**src/rtl/l2_arbiter_pkg.sv**
```systemverilog
// Shared types for the L2 arbiter slice: frame-buffer address/word types,
// default core count, grant index type, FSM state enum and the latched
// request payload.
package l2_arbiter_pkg;

  localparam int unsigned FB_ADDR_W    = 16;
  localparam int unsigned FB_WORD_W    = 32;

  typedef logic [FB_ADDR_W-1:0] fb_addr_t;
  typedef logic [FB_WORD_W-1:0] fb_word_t;

  localparam int unsigned L2ARB_NCORES = 4;
  localparam int unsigned L2ARB_IDX_W  = $clog2(L2ARB_NCORES);

  typedef logic [L2ARB_IDX_W-1:0] arb_idx_t;

  typedef enum logic [1:0] {
    s_idle   = 2'd0,
    s_access = 2'd1,
    s_inval  = 2'd2,
    s_done   = 2'd3
  } arb_state_t;

  // Request captured from the granted L1 at grant time
  typedef struct packed {
    logic     w;
    fb_addr_t addr;
    fb_word_t data;
  } arb_req_t;

endpackage

```
**src/rtl/l2_arbiter_if.sv**
```systemverilog
// L1/L2 side bundle of the L2 arbiter.
//   req_en/req_w/req_addr/req_in : per-L1 request (into arbiter)
//   req_out/req_ready            : shared read data, one-hot completion
//   inv/inv_addr/inv_ack         : per-L1 invalidate handshake
//   l2_en/l2_w/l2_addr/l2_in     : L2 access (out of arbiter)
//   l2_out/l2_ready              : L2 read data and completion
interface l2_arbiter_if
  import l2_arbiter_pkg::*;
#(
  parameter int unsigned NCORES = L2ARB_NCORES
);

  logic     [NCORES-1:0] req_en;
  logic     [NCORES-1:0] req_w;
  fb_addr_t [NCORES-1:0] req_addr;
  fb_word_t [NCORES-1:0] req_in;
  fb_word_t              req_out;
  logic     [NCORES-1:0] req_ready;

  logic     [NCORES-1:0] inv;
  fb_addr_t              inv_addr;
  logic     [NCORES-1:0] inv_ack;

  logic                  l2_en;
  logic                  l2_w;
  fb_addr_t              l2_addr;
  fb_word_t              l2_in;
  fb_word_t              l2_out;
  logic                  l2_ready;

  // Arbiter side
  modport slave (
    input  req_en, req_w, req_addr, req_in, inv_ack, l2_out, l2_ready,
    output req_out, req_ready, inv, inv_addr, l2_en, l2_w, l2_addr, l2_in
  );

  // L1 caches + L2 side
  modport master (
    output req_en, req_w, req_addr, req_in, inv_ack, l2_out, l2_ready,
    input  req_out, req_ready, inv, inv_addr, l2_en, l2_w, l2_addr, l2_in
  );

endinterface

```
**src/rtl/l2_arbiter_rr_picker.sv**
```systemverilog
// Combinational round-robin picker: selects the first set bit of req_i at or
// after ptr_i+1 (modulo N). Reusable by any shared port.
//   req_i : request vector
//   ptr_i : index of the last served requester
//   gnt_o : selected index (0 when any_o is low)
//   any_o : at least one request present
module l2_arbiter_rr_picker #(
  parameter  int unsigned N  = 4,
  localparam int unsigned IW = (N > 1) ? $clog2(N) : 1
) (
  input  logic [N-1:0]  req_i,
  input  logic [IW-1:0] ptr_i,
  output logic [IW-1:0] gnt_o,
  output logic          any_o
);

  logic [IW-1:0] idx;

  // Scan ptr+1 .. ptr+N; first hit wins
  always_comb begin
    gnt_o = '0;
    any_o = 1'b0;
    idx   = '0;
    for (int unsigned k = 1; k <= N; k++) begin
      idx = IW'((32'(ptr_i) + k) % N);
      if (!any_o && req_i[idx]) begin
        any_o = 1'b1;
        gnt_o = idx;
      end
    end
  end

endmodule

```
**src/rtl/l2_arbiter.sv**
```systemverilog
// Shares the L2 video cache port among NCORES L1 caches in round-robin order
// and, after every write, invalidates the line in all other L1s before
// completing the writer's transaction.
//   clk, rst_n : clock, asynchronous active-low reset
//   bus_io     : L1 request / invalidate / L2 access bundle (slave side)
module l2_arbiter
  import l2_arbiter_pkg::*;
#(
  parameter int unsigned NCORES = L2ARB_NCORES
) (
  input  logic            clk,
  input  logic            rst_n,
  l2_arbiter_if.slave     bus_io
);

  localparam int unsigned IDX_W = (NCORES > 1) ? $clog2(NCORES) : 1;

  arb_state_t        state_q, state_d;
  logic [IDX_W-1:0]  ptr_q, ptr_d;
  logic [IDX_W-1:0]  gnt_q, gnt_d;
  arb_req_t          req_q, req_d;
  fb_word_t          rdata_q, rdata_d;
  logic [NCORES-1:0] ack_q, ack_d;
  logic [NCORES-1:0] gnt_oh;
  logic [IDX_W-1:0]  pick;
  logic              pick_any;

  l2_arbiter_rr_picker #(
    .N (NCORES)
  ) u_picker (
    .req_i (bus_io.req_en),
    .ptr_i (ptr_q),
    .gnt_o (pick),
    .any_o (pick_any)
  );

  assign gnt_oh = NCORES'(1) << gnt_q;

  // State and datapath registers
  always_ff @(posedge clk or negedge rst_n) begin
    if (!rst_n) begin
      state_q <= s_idle;
      ptr_q   <= IDX_W'(NCORES - 1);
      gnt_q   <= '0;
      req_q   <= '0;
      rdata_q <= '0;
      ack_q   <= '0;
    end else begin
      state_q <= state_d;
      ptr_q   <= ptr_d;
      gnt_q   <= gnt_d;
      req_q   <= req_d;
      rdata_q <= rdata_d;
      ack_q   <= ack_d;
    end
  end

  // Next state and outputs; outputs decode from state so reset clears them at once
  always_comb begin
    state_d          = state_q;
    ptr_d            = ptr_q;
    gnt_d            = gnt_q;
    req_d            = req_q;
    rdata_d          = rdata_q;
    ack_d            = ack_q;

    bus_io.req_out   = rdata_q;
    bus_io.req_ready = '0;
    bus_io.inv       = '0;
    bus_io.inv_addr  = '0;
    bus_io.l2_en     = 1'b0;
    bus_io.l2_w      = 1'b0;
    bus_io.l2_addr   = '0;
    bus_io.l2_in     = '0;

    unique case (state_q)
      s_idle: begin
        if (pick_any) begin
          gnt_d   = pick;
          req_d   = '{w:    bus_io.req_w[pick],
                      addr: bus_io.req_addr[pick],
                      data: bus_io.req_in[pick]};
          state_d = s_access;
        end
      end

      s_access: begin
        bus_io.l2_en   = 1'b1;
        bus_io.l2_w    = req_q.w;
        bus_io.l2_addr = req_q.addr;
        bus_io.l2_in   = req_q.data;
        // L2 completion wins over a same-cycle withdrawal
        if (bus_io.l2_ready) begin
          bus_io.req_out = bus_io.l2_out;
          rdata_d        = bus_io.l2_out;
          if (!req_q.w) begin
            bus_io.req_ready = gnt_oh;
            ptr_d            = gnt_q;
            state_d          = s_idle;
          end else begin
            ack_d   = gnt_oh;
            state_d = s_inval;
          end
        end else if (!bus_io.req_en[gnt_q]) begin
          state_d = s_idle;
        end
      end

      s_inval: begin
        bus_io.inv      = ~ack_q;
        bus_io.inv_addr = req_q.addr;
        ack_d           = ack_q | bus_io.inv_ack;
        if (&ack_d) begin
          state_d = s_done;
        end
      end

      s_done: begin
        bus_io.req_ready = gnt_oh;
        ptr_d            = gnt_q;
        state_d          = s_idle;
      end

      default: state_d = s_idle;
    endcase
  end

endmodule

```
**src/flat_wrapper.sv**
```systemverilog
// flat-port wrapper written by rule: the top's interface ports become plain ports
module l2_arbiter_flat import l2_arbiter_pkg::*;
#(
  parameter int unsigned NCORES = L2ARB_NCORES
)
  (clk, rst_n, bus_io_req_en, bus_io_req_w, bus_io_req_addr, bus_io_req_in, bus_io_inv_ack, bus_io_l2_out, bus_io_l2_ready, bus_io_req_out, bus_io_req_ready, bus_io_inv, bus_io_inv_addr, bus_io_l2_en, bus_io_l2_w, bus_io_l2_addr, bus_io_l2_in);
  l2_arbiter_if #(.NCORES(NCORES)) bus_io_i ();
  input  logic clk;
  input  logic rst_n;
  input wire logic [$bits(bus_io_i.req_en)-1:0] bus_io_req_en;
  input wire logic [$bits(bus_io_i.req_w)-1:0] bus_io_req_w;
  input wire logic [$bits(bus_io_i.req_addr)-1:0] bus_io_req_addr;
  input wire logic [$bits(bus_io_i.req_in)-1:0] bus_io_req_in;
  input wire logic [$bits(bus_io_i.inv_ack)-1:0] bus_io_inv_ack;
  input wire logic [$bits(bus_io_i.l2_out)-1:0] bus_io_l2_out;
  input wire logic [$bits(bus_io_i.l2_ready)-1:0] bus_io_l2_ready;
  output wire logic [$bits(bus_io_i.req_out)-1:0] bus_io_req_out;
  output wire logic [$bits(bus_io_i.req_ready)-1:0] bus_io_req_ready;
  output wire logic [$bits(bus_io_i.inv)-1:0] bus_io_inv;
  output wire logic [$bits(bus_io_i.inv_addr)-1:0] bus_io_inv_addr;
  output wire logic [$bits(bus_io_i.l2_en)-1:0] bus_io_l2_en;
  output wire logic [$bits(bus_io_i.l2_w)-1:0] bus_io_l2_w;
  output wire logic [$bits(bus_io_i.l2_addr)-1:0] bus_io_l2_addr;
  output wire logic [$bits(bus_io_i.l2_in)-1:0] bus_io_l2_in;
  assign bus_io_i.req_en = bus_io_req_en;
  assign bus_io_i.req_w = bus_io_req_w;
  assign bus_io_i.req_addr = bus_io_req_addr;
  assign bus_io_i.req_in = bus_io_req_in;
  assign bus_io_i.inv_ack = bus_io_inv_ack;
  assign bus_io_i.l2_out = bus_io_l2_out;
  assign bus_io_i.l2_ready = bus_io_l2_ready;
  assign bus_io_req_out = bus_io_i.req_out;
  assign bus_io_req_ready = bus_io_i.req_ready;
  assign bus_io_inv = bus_io_i.inv;
  assign bus_io_inv_addr = bus_io_i.inv_addr;
  assign bus_io_l2_en = bus_io_i.l2_en;
  assign bus_io_l2_w = bus_io_i.l2_w;
  assign bus_io_l2_addr = bus_io_i.l2_addr;
  assign bus_io_l2_in = bus_io_i.l2_in;
  l2_arbiter #(.NCORES(NCORES)) u_core (.clk(clk), .rst_n(rst_n), .bus_io(bus_io_i));
endmodule
```
**config.mk**
```make
export PLATFORM = sky130hd
export DESIGN_NAME = l2_arbiter_flat
export DESIGN_NICKNAME = d
export VERILOG_FILES = /design/src/rtl/l2_arbiter_pkg.sv /design/src/rtl/l2_arbiter_if.sv /design/src/rtl/l2_arbiter_rr_picker.sv /design/src/rtl/l2_arbiter.sv /design/src/flat_wrapper.sv
export SDC_FILE = /design/constraint.sdc
export NUM_CORES = 1
export LEC_CHECK = 0
export CAP_MARGIN = 20
export CORE_MARGIN = 2
export CORE_UTILIZATION = 30
export DETAILED_ROUTE_END_ITERATION = 10
export PLACE_DENSITY = 0.69
export SYNTH_ARGS = -nofsm -noshare
export SYNTH_HDL_FRONTEND = slang
export SYNTH_SLANG_ARGS = --single-unit
```
**constraint.sdc**
```tcl
create_clock -name clk -period 2.2 [get_ports clk]
set_input_delay 0.44 -clock clk [delete_from_list [all_inputs] [get_ports clk]]
set_output_delay 0.44 -clock clk [all_outputs]
set_load 0.005 [all_outputs]
```
==> summary by stage <==
Worst setup path
STA classifies the critical path startpoint as a flop. Data on the critical path is required at its endpoint by 1760 ps. The number of cells on the worst reg-to-reg path is 7.

In this run the critical register-to-register path is captured at u_core.req_q[17]. Along the worst path, the maximum fanout reaches 7. The startpoint-to-endpoint class of the critical path is flop to output port. Across all register-to-register paths, the minimum setup slack is 130 ps. STA puts the critical path data arrival time at 1880 ps. The worst setup path is captured at an output port.

Cells and area
The count of placed standard cells in the final layout, fillers left out is 1114. The area growth from synthesis to layout is 93.6%. The library cell used most frequently in the layout, excluding fill and tap cells, is sky130_fd_sc_hd__clkdlybuf4s50_1. Leaving out fill and tap cells, the most frequent cells in the layout are sky130_fd_sc_hd__clkdlybuf4s50_1, sky130_fd_sc_hd__mux2i_1, sky130_fd_sc_hd__dfrtp_1.

The post-route netlist has 23.1% of its cells at a drive strength greater than 1. The number of nets in the finished design is 1122.

Power and ir drop
The worst supply voltage drop on vdd is 0.645 mV. Dividing total power by cell area gives a power density of 1190 nW/um^2. The analysis attributes to cell leakage a power of 5.35 nW. Total power for the finished layout comes to 12.2 mW.

Route
After detailed routing, the total wire length is 22.1 mm. The routed via count divided by cell count is 4.98. The number of detailed-routing iterations run before antenna repair is 4. The iteration-0 DRC count of the detailed router is 168. The count of nets left with antenna violations once routing finished came out at 0. The detailed-route DRC error count is 0. The detailed router placed 5548 vias in this run. The detail-routed net length per standard cell is 19.9 um.

Die
Once the floorplan was initialized, standard cells occupied 30.6% of the core. The number of top-level pins is 345. The die span in y is 137 um.

The die is 137 um wide. The number of placement rows is 48. The placeable core area is 17200 um^2.

The die covers 18700 um^2.

STA
Final hold analysis gives a worst-case slack of 45.0 ps. After layout, the minimum clock period comes to 2320 ps. The count of final max-slew check failures is 0. Derived from the worst setup path, the maximum achievable clock frequency is 0.431 GHz. The final count of hold timing violations is 0. For the pin with the worst max-slew slack, the measured transition is 480 ps. The final worst clock skew is 11.3 ps. The total of endpoints with negative setup slack in the final report is 40. The minimum setup slack in the final design is -122 ps. The fraction of the cycle the final worst path needs is 106%.

The worst slew slack as a fraction of its limit is 68.0%. Setup repair after global routing could not meet its margin everywhere.

GRT
The number of antenna violations at the first check in global routing was 1. The pin count of the biggest net entering global routing is 35. The number of global-route vias before repair is 5780. The first global-routing pass estimated 31.2 mm of wire. Global routing used 22.0% of the available tracks.

For this run the aggregate overflow at the end of global routing stands at 0.

Clocking
The clock latency reported for the late side of the worst-skew pair is 350 ps. The clock transition at the registers of the reported paths is 70 ps. Buffers inserted during clock tree synthesis total 9. No sink is reached through more buffers than the 2 on the longest clock path.

Buffers inserted to repair hold after CTS numbered 0. The CTS tree is yes. In this run the number of H-tree levels came out at 3. The cell sitting at the root of the clock tree is a sky130_fd_sc_hd__clkbuf_16. The clock net in this run drives a total of 91 sinks.

Placement
Input and output buffers added on the ports amount to 344. The count of placed standard cells including taps is 1056. The final weighted congestion in routability-driven placement is 0.878. Detailed placement ended at an HPWL of 15.7 mm.

The worst setup slack after placement is -453 ps.

Yosys
Yosys mapped the design onto 31 distinct sky130hd cell types. Summing the areas of all fa, ha and maj instances in the mapped netlist gives 0% of the synthesized area. The complex-gate fraction of the synthesized area is 11.5%. After Yosys synthesis, and, or, nand and nor cells account for 14.9% of the synthesized area. In the synthesized netlist, mux cells make up 26.2% of the area. The netlist area before placement is 5280 um^2.

After synthesis, the largest family of logic cells by area is multiplexers. After synthesis the netlist holds a flip-flop and latch count of 91. The post-synthesis sequential area ratio is 43.2%.

The number of nets in the synthesized netlist is 727. Summing the areas of all xor and xnor instances in the mapped netlist gives 0% of the synthesized area. The gate count after technology mapping is 488.

The mean instance size in the synthesized netlist is 10.8 um^2. The total of warnings raised by yosys is 0.

Status
The checks that failed: negative setup slack. The run finished, with violations left.

Flow run
The tool flagged a number of max-cap violations equal to 0.

Min path
The type of the worst min-delay path is primary input to asynchronous set/reset pin.
cells in the mapped netlist, drive strengths merged:
cell type,n,area share [%]
o21ai,5,0.47
nor2,13,0.92
buf,26,2.9
nand3b,1,0.14
mux4,1,0.43
inv,3,0.21
mux2,34,7.2
a32oi,2,0.33
nand2,55,3.9
nand2b,5,0.59
dfstp,2,0.99
nor3,3,0.28
o21a,2,0.28
dfrtp,89,42
a21oi,4,0.38
mux2i,98,19
or2b,3,0.43
o221ai,49,9.3
nand3,1,0.095
o22ai,3,0.36
clkbuf,15,1.1
nor2b,3,0.36
or3,1,0.12
and2,66,7.8
nor4,1,0.12
or2,1,0.12
o22a,2,0.33
flip-flops by register name (all words and copies together), names as in the netlist, named ones only:
register / cells
u_core.ack_q: 4
u_core.gnt_q: 2
u_core.ptr_q: 2
u_core.rdata_q: 32
u_core.req_q: 49
u_core.state_q: 1
critical path, stage by stage (launching register included):
cell,delay (ps)
sky130_fd_sc_hd__dfrtp_1,410
sky130_fd_sc_hd__nor2b_4,150
sky130_fd_sc_hd__and2_4,170
sky130_fd_sc_hd__buf_6,120
sky130_fd_sc_hd__buf_12,140
sky130_fd_sc_hd__buf_12,110
sky130_fd_sc_hd__mux2_4,310
sky130_fd_sc_hd__buf_6,120
layer usage:
| metal | vias up | routed length (um) | global-route usage, % |
|---|---|---|---|
| met5 | - | 0 | 0 |
| met4 | 0 | 830 | 9.20 |
| met3 | 54 | 1940 | 6.85 |
| met2 | 268 | 11400 | 39.7 |
| met1 | 2675 | 7900 | 23.5 |
| li1 | 2551 | - | - |
worst max-delay path by stage:
stage	to	startpoint	slack (ps)	cells after the start
CTS	bus_io_req_out[9]	flop	-200	7
global placement	bus_io_req_out[31]	bus_io_l2_ready	-420	5
detailed placement	bus_io_req_out[20]	bus_io_l2_ready	-450	5
floorplan	bus_io_req_out[10]	flop	170	5
finish	bus_io_req_out[19]	flop	-120	7
global route	bus_io_req_out[19]	flop	-190	7
timing repair:
action	4_1_cts	5_1_grt
buffers inserted	10	25
gates resized for setup	172	129
cloned	5	4
endpoints found under the setup margin	105	115
pin swaps	1	2
power by group:
part	switching (mW)	internal, mW	leakage, nW	total, mW
Sequential	0.483	2.54	1.09	3.02
Clock	0.722	0.907	0.148	1.63
Combinational	3.18	4.35	4.11	7.53
Total	4.39	7.79	5.35	12.2
stage by stage:
stage / setup TNS, ps / area (um^2) / utilization [%]
2_1_floorplan: 0 / 5280 / -
5_1_grt: -4720 / 10200 / 59.3
6_report: -1740 / 10200 / 59.3
3_5_place_dp: -26070 / 9250 / 53.6
3_3_place_gp: -20760 / 9250 / 53.6
4_1_cts: -11920 / 9930 / 57.6
kinds of logic after synthesis:
logic type | Yosys count
simple gates | 153
compound gates | 67
buf+inv | 44
mux | 133
flops | 91
cell type report:
class                   count  area, um^2
diodes                      1        2.50
multi-input cells         353        2970
inverters                   3        11.3
clock inverters             6        77.6
fillers                  1381        7010
well taps                 225         282
flip-flops and latches     91        2280
repair buffers            425        4380
clock buffers              10         229
(Power assumes the default switching activity.)
